## config.mk

```make
export PLATFORM = sky130hd
export DESIGN_NAME = pipeline_ctrl
export DESIGN_NICKNAME = d
export VERILOG_FILES = /design/src/rtl/cpu_types_pkg.sv /design/src/rtl/hazard_unit.sv /design/src/rtl/pipeline_ctrl.sv
export SDC_FILE = /design/constraint.sdc
export NUM_CORES = 1
export LEC_CHECK = 0
export ABC_AREA = 1
export CAP_MARGIN = 20
export CORE_ASPECT_RATIO = 0.5
export CORE_UTILIZATION = 51
export DETAILED_ROUTE_END_ITERATION = 7
export GPL_TIMING_DRIVEN = 0
export HOLD_SLACK_MARGIN = 0.03
export PLACE_DENSITY_LB_ADDON = 0.1
export SLEW_MARGIN = 20
export SYNTH_ARGS = -nofsm -noshare
export SYNTH_HDL_FRONTEND = slang
export SYNTH_HIERARCHICAL = 1
export SYNTH_SLANG_ARGS = --single-unit
export TNS_END_PERCENT = 100
```

## constraint.sdc

```tcl
create_clock -name CLK -period 3.3 [get_ports CLK]
set_input_delay 0.825 -clock CLK [delete_from_list [all_inputs] [get_ports CLK]]
set_output_delay 0.825 -clock CLK [all_outputs]
set_load 0.05 [all_outputs]
```

## src/rtl/cpu_types_pkg.sv

```systemverilog
// Shared types for the pipeline control slice: sequencer states and PC select codes.
package cpu_types_pkg;

  // Pipeline sequencer states (encoding is visible on the state debug output).
  typedef enum logic [1:0] {
    RUN   = 2'b00,
    DWAIT = 2'b01,
    HALT  = 2'b10
  } pctrl_state_t;

  // PC source select.
  typedef enum logic [1:0] {
    PC_SEQ    = 2'b00,
    PC_JUMP   = 2'b01,
    PC_BRANCH = 2'b10
  } pcsel_t;

endpackage

```

## src/rtl/hazard_unit.sv

```systemverilog
// Load-use hazard detect: the load in EX writes a register that the
// instruction in ID reads. Register 0 is hard-wired, so it never conflicts.
module hazard_unit #(
  parameter int REG_W = 5
) (
  input  logic             ex_memread,
  input  logic [REG_W-1:0] ex_rd,
  input  logic [REG_W-1:0] id_rs,
  input  logic [REG_W-1:0] id_rt,
  output logic             lu_hazard
);

  // Purely combinational compare of the EX destination against both ID sources.
  always_comb begin
    lu_hazard = ex_memread && (ex_rd != '0) && ((ex_rd == id_rs) || (ex_rd == id_rt));
  end

endmodule

```

## src/rtl/pipeline_ctrl.sv

```systemverilog
// Central sequencer for the pipeline latches and the PC register.
//
// Handshakes: ihit is the fetch "valid" -- when low there is no instruction
// to latch into IF/ID, so a bubble is inserted and the PC holds. dhit is the
// data-memory "ready" for a request signalled by dmem_req -- while dmem_req=1
// and dhit=0 the whole pipeline freezes; the cycle with dhit=1 completes the
// access and the pipeline advances in that same cycle.
module pipeline_ctrl #(
  parameter int CNT_W = 32,
  parameter int REG_W = 5
) (
  input  logic             CLK,
  input  logic             RST,
  input  logic             ihit,
  input  logic             dhit,
  input  logic             dmem_req,
  input  logic             branch_taken,
  input  logic             jump_id,
  input  logic             halt_mem,
  input  logic             ex_memread,
  input  logic [REG_W-1:0] ex_rd,
  input  logic [REG_W-1:0] id_rs,
  input  logic [REG_W-1:0] id_rt,
  output logic             pc_en,
  output logic [1:0]       pc_sel,
  output logic             if_id_en,
  output logic             id_ex_en,
  output logic             ex_mem_en,
  output logic             mem_wb_en,
  output logic             if_id_flush,
  output logic             id_ex_flush,
  output logic             ex_mem_flush,
  output logic             halted,
  output logic [1:0]       state,
  output logic [CNT_W-1:0] stall_count,
  output logic [CNT_W-1:0] flush_count
);

  import cpu_types_pkg::*;

  pctrl_state_t state_q;
  pctrl_state_t state_d;
  pcsel_t       pc_sel_d;
  logic         lu_hazard;
  logic         stall_inc;
  logic         flush_inc;

  hazard_unit #(.REG_W(REG_W)) u_hazard (
    .ex_memread (ex_memread),
    .ex_rd      (ex_rd),
    .id_rs      (id_rs),
    .id_rt      (id_rt),
    .lu_hazard  (lu_hazard)
  );

  assign state  = state_q;
  assign pc_sel = pc_sel_d;
  assign halted = (state_q == HALT);

  // State register; reset always lands in RUN.
  always_ff @(posedge CLK) begin
    if (RST) begin
      state_q <= RUN;
    end else begin
      state_q <= state_d;
    end
  end

  // Next state and control outputs: priority rules evaluated in RUN, and in
  // DWAIT on the cycle the data access completes.
  always_comb begin
    state_d      = state_q;
    pc_en        = 1'b0;
    pc_sel_d     = PC_SEQ;
    if_id_en     = 1'b0;
    id_ex_en     = 1'b0;
    ex_mem_en    = 1'b0;
    mem_wb_en    = 1'b0;
    if_id_flush  = 1'b0;
    id_ex_flush  = 1'b0;
    ex_mem_flush = 1'b0;
    flush_inc    = 1'b0;

    if (RST) begin
      state_d = RUN;
    end else begin
      unique case (state_q)
        RUN, DWAIT: begin
          if ((state_q == DWAIT) && !dhit) begin
            // Still waiting on data memory: everything frozen.
            state_d = DWAIT;
          end else begin
            state_d = RUN;
            if (halt_mem) begin
              // Let the halt retire into WB, freeze everything upstream.
              mem_wb_en = 1'b1;
              state_d   = HALT;
            end else if ((state_q == RUN) && dmem_req && !dhit) begin
              state_d = DWAIT;
            end else if (branch_taken) begin
              // Branch squashes the three younger instructions, which also
              // covers any load-use or fetch bubble this cycle.
              {if_id_en, id_ex_en, ex_mem_en, mem_wb_en} = 4'b1111;
              pc_en        = 1'b1;
              pc_sel_d     = PC_BRANCH;
              if_id_flush  = 1'b1;
              id_ex_flush  = 1'b1;
              ex_mem_flush = 1'b1;
              flush_inc    = 1'b1;
            end else if (lu_hazard) begin
              // Hold PC and IF/ID, inject a bubble into ID/EX.
              {id_ex_en, ex_mem_en, mem_wb_en} = 3'b111;
              id_ex_flush = 1'b1;
            end else if (jump_id) begin
              {if_id_en, id_ex_en, ex_mem_en, mem_wb_en} = 4'b1111;
              pc_en       = 1'b1;
              pc_sel_d    = PC_JUMP;
              if_id_flush = 1'b1;
              flush_inc   = 1'b1;
            end else if (!ihit) begin
              // No fetched instruction: hold PC, bubble into IF/ID.
              {if_id_en, id_ex_en, ex_mem_en, mem_wb_en} = 4'b1111;
              if_id_flush = 1'b1;
            end else begin
              {if_id_en, id_ex_en, ex_mem_en, mem_wb_en} = 4'b1111;
              pc_en = 1'b1;
            end
          end
        end
        HALT: begin
          state_d = HALT;
        end
        default: begin
          state_d = RUN;
        end
      endcase
    end

    stall_inc = !RST && (state_q != HALT) && !pc_en;
  end

  // Performance counters; wrap naturally at 2^CNT_W.
  always_ff @(posedge CLK) begin
    if (RST) begin
      stall_count <= '0;
      flush_count <= '0;
    end else begin
      if (stall_inc) stall_count <= stall_count + CNT_W'(1);
      if (flush_inc) flush_count <= flush_count + CNT_W'(1);
    end
  end

endmodule

```

## Word level (Yosys, flattened, before mapping)

Index checks and enable logic that the tools add are counted.

- Add/subtract/negate cells: 2
- Equality and inequality tests: 5
- Mux-type cells: 67
- Reduce and logical (&&, ||, !) cells: 14

Operators with widths:

| operator | number |
|---|---|
| $add 32x1->32 const B | 2 |
| $mux 1 | 58 |
| $mux 2 | 8 |
| $eq 5x5->1 | 2 |
| $logic_and 1x1->1 | 7 |
| $reduce_bool 5->1 | 1 |
| $pmux 2 s2 | 1 |
| $logic_not 1->1 | 3 |
| $eq 2x1->1 const B | 1 |
| $eq 2x2->1 const B | 1 |
| $logic_not 2->1 | 1 |
| $ne 2x2->1 const B | 1 |
| $reduce_or 2->1 | 1 |
| $logic_or 1x1->1 | 1 |

- Bits in registers: 66
- Output and inout bits: 77

## Longest topological paths before layout

- Depth in word-level cells: 12
- Mapped depth: 16
- Gate-level depth less buffers: 16

## By module

Netlist, hierarchy kept.

By module, submodules not included:

| module | instances | cells an instance | area an instance (um^2) | seq. area each (um^2) |
|---|---|---|---|---|
| pipeline_ctrl | 1 | 694 | 4211.5 | 1321.3 |
| hazard_unit | 1 | 45 | 195.2 | 0.0 |

## Least setup slack after synthesis

No wires, ideal clock.

- Path type: input to output
- Start: input RST
- End: output if_id_flush
- Data arrival time: 2.523 ns
- Slack: -0.048 ns
- Cell stages on the path: 6
- Buffers on the path: 1
- Path through: buf_6 -> inv_6 -> nand2_4 -> nor2_4 -> nand3_4 -> o31ai_1

- Cells in the longest elaborated chain, start to end: 1

Ends and longest elaborated chain:

| element | RTL line | text |
|---|---|---|
| start: declaration | pipeline_ctrl.sv:13 | `input logic RST,` |
| $mux 1 | pipeline_ctrl.sv:84 | `if (RST) begin` |
| end: declaration | pipeline_ctrl.sv:30 | `output logic if_id_flush,` |

Every way passes these cells.

## Worst setup path after layout

- Start: input id_rs[4]
- End: output if_id_flush

- Cells in the longest elaborated chain, start to end: 10

Ends and longest elaborated chain:

| element | RTL line | text |
|---|---|---|
| start: declaration | pipeline_ctrl.sv:22 | `input logic [REG_W-1:0] id_rs,` |
| $eq 5x5->1 | hazard_unit.sv:15 | `lu_hazard = ex_memread && (ex_rd != '0) && ((ex_rd == id_rs) \|\| (ex_rd == id_rt));` |
| $logic_or 1x1->1 | hazard_unit.sv:15 |  |
| $logic_and 1x1->1 | hazard_unit.sv:15 |  |
| via lu_hazard | pipeline_ctrl.sv:44 | `logic lu_hazard;` |
| $mux 1 | pipeline_ctrl.sv:110 | `end else if (lu_hazard) begin` |
| $mux 1 | pipeline_ctrl.sv:100 | `end else if (branch_taken) begin` |
| $mux 1 | pipeline_ctrl.sv:98 | `end else if ((state_q == RUN) && dmem_req && !dhit) begin` |
| $mux 1 | pipeline_ctrl.sv:94 | `if (halt_mem) begin` |
| $mux 1 | pipeline_ctrl.sv:89 | `if ((state_q == DWAIT) && !dhit) begin` |
| $mux 1 | pipeline_ctrl.sv:87 | `unique case (state_q)` |
| $mux 1 | pipeline_ctrl.sv:84 |  |

The timed path passes the listed nets, and every way through them passes these cells.

==> reports/summary.txt <==
die area: 9039 um2
Post-DRT Antenna Nets: 0
PortBufs: 99
status: finished, final reports clean
post-route worst setup slack: 0.07558 ns
CP peak stage delay: 0.47 ns
Core ar.: 8173 um2
CP Class: in2out
Final nets: 878
clk_skew: 0.008844 ns
crit start category: primary input
placer congestion estimate: 0.9166
CP Max Fanout: 3
CTS tree: built
root buf cell: clkbuf_16
Worst-Skew Late Latency: 0.34 ns
placed insts: 950
Syn Nets: 765
global-route wire length before repair: 19860 um
worst min path class: reg2reg
Final Cycle Share: 0.9771
CP Data Required Time: 2.47 ns
number of buffers created by CTS: 9
top post-synthesis cells by area: dfxtp_1, nand2_1, nor2_1
starting density of the core: 0.5392
grt ovf: 0
dpl ws: -1.306 ns
library cells used by synthesis: 33
max-cap violations: 0
async set or reset register ratio after synthesis: 0
#FFs+latches synth: 66
Finish-stage setup viols: 0
Top FF cell, synth: dfxtp_1
synthesis-to-layout area growth: 33.96%
Yosys top cell area share: 0.2998
Yosys top cell by area: dfxtp_1
Via density: 5.093
crit path buf inv count: 4
EDFF count, synth: 0
Die Width: 133.5 um
FILL cells: 735
sequential-to-total area share from yosys stat: 0.2998
pwr dens: 332.8 nW/um2
Die H: 67.73 um
Setup TNS Final: 0 ns
drt drc: 0
Slowest-stage cell, CP: clkdlybuf4s50_1
Clock Path Buffers: 2
fmax: 0.3101 GHz
most numerous cell in the Yosys netlist: nand2_1
number of global-route vias before repair: 4367
drt total wl: 12300 um
crit path DAT: 2.40 ns
placed cell areas: 5543 um2
Layout Cells excl Fill: 968
Yosys Warn Count: 6
Worst-Margin Slew: 0.8099 ns
VDD IR max: 0.3064 mV
share of layout cells above drive strength 1: 0.1110
DR iter-0 viols: 309
total number of H-tree levels: 3
# IOs: 101
TritonCTS Sinks: 66
most frequent cells after synthesis: nand2_1, nor2_1, dfxtp_1, inv_1, nand3_1
Slew headroom: 0.4600
row count: 23
GRT Total Usage: 0.2823
Hold Vio Cnt, Final: 0
dpl hpwl: 9187 um
fin. max-slew vios: 0
synthesized area: 4407 um2
Syn Area/Cell: 5.963 um2
CP endpoint kind: output pin
initial antenna violation count: 0
vias: 4930
pin count of the biggest net entering global routing: 19
wire per inst: 12.70 um
Hold-fix buffers, CTS: 0
DR pass1 iterations: 7
Critical Path, Cell by Cell: clkdlybuf4s50_1, xnor2_1, nand3_2, a21oi_4, inv_2, nand2_4, nand2_4, nand4_1, buf_6, o31ai_2, buf_6
Post-Synthesis Cells: 739
Final min period: 3.224 ns
Leak: 0.002186 uW
Final Instance Area: 5903 um2
cell family contributing the most delay on the critical path: buffers and inverters
Clk pin slew, worst setup/hold paths: 0.05 ns
number of diodes: 0
[routing by layer]
metal / up-vias / share of wire / track usage
li1: 2525 / - / -
met1: 2207 / 0.45 / 0.3360
met2: 163 / 0.46 / 0.5046
met3: 35 / 0.063 / 0.06832
met4: 0 / 0.021 / 0.1051
met5: - / 0 / 0
[state kept, by name, indices dropped and copies added (netlist names)]
signal,flops
state,2
flush_count,32
stall_count,32
[final cells by class]
type / count / area [um2] / share of cell area
multi-input cells: 583 / 2724 / 0.4614
flip-flops and latches: 66 / 1321 / 0.2238
repair buffers: 103 / 1028 / 0.1742
inverters: 72 / 280.3 / 0.04748
clock buffers: 12 / 256.5 / 0.04345
well taps: 112 / 140.1 / 0.02374
plain buffers: 17 / 137.6 / 0.02331
clock inverters: 3 / 15.01 / 0.002543
[cell families (layout without fill, tap and decap cells)]
kind of cell	after synthesis	in the layout	share of synthesized area
and+or+nand+nor	498	498	0.4716
AOI/OAI and AO/OA	62	62	0.08660
adders and majority gates	2	2	0.005678
xor gates and xnor gates	21	21	0.04174
DFF	66	66	0.2998
buffers and inverters	90	207	0.09455
[power by group]
group | internal (uW) | leakage, uW | switching, uW | total [uW]
Clock | 541 | 0.000138 | 353 | 894
Combinational | 92.5 | 0.00152 | 167 | 260
Sequential | 803 | 0.000532 | 7.21 | 810
[cells in the final DEF, fill, tap and decap left out, types with 3 or more instances in the layout]
cell type          n
a21oi_1           33
a21oi_2           15
buf_4              7
buf_6              8
clkbuf_1           6
clkbuf_16          9
clkdlybuf4s50_1   76
clkinv_2           3
dfxtp_1           66
dlygate4sd2_1      8
dlymetal6s2s_1     9
inv_1             63
inv_2              7
nand2_1          271
nand2_2           10
nand2_4            4
nand3_1           39
nand4_1            9
nor2_1           133
nor2_2            12
nor2_4             4
nor3_1             9
o21ai_0            7
xnor2_1           10
xor2_1            11
[tightest hold or removal path: stages, from the launching register on]
cell and delay (ns):
dfxtp_1 0.34, nand2_2 0.08, a21oi_2 0.04
[worst paths after layout]
check,startpoint,end,slack [ns],depth (start not counted)
worst max register to register,flush_count[0],flush_count[24],1.44,8
worst max-delay path,id_rs[4],if_id_flush,0.08,11
worst min register to register,stall_count[31],stall_count[31],0.50,2
worst min-delay path,stall_count[31],stall_count[31],0.50,2
[timing repair]
action / 4_1_cts / 5_1_grt
resized for setup: 44 / 19
pin swaps: 5 / 7
cloned: 0 / 0
setup buffers: 3 / 1
setup endpoints to repair: 10 / 6
[per-stage QoR]
| stage | total power (uW) | util | hold slack, ns |
|---|---|---|---|
| 2_1_floorplan | 992.4 | - | 0.6895 |
| 3_3_place_gp | 1078 | 0.6782 | 0.4884 |
| 3_5_place_dp | 1081 | 0.6782 | 0.4975 |
| 4_1_cts | 1962 | 0.7169 | 0.5062 |
| 5_1_grt | 2013 | 0.7223 | 0.5324 |
| 6_report | 1965 | 0.7223 | 0.5032 |
(Power assumes the default switching activity.)
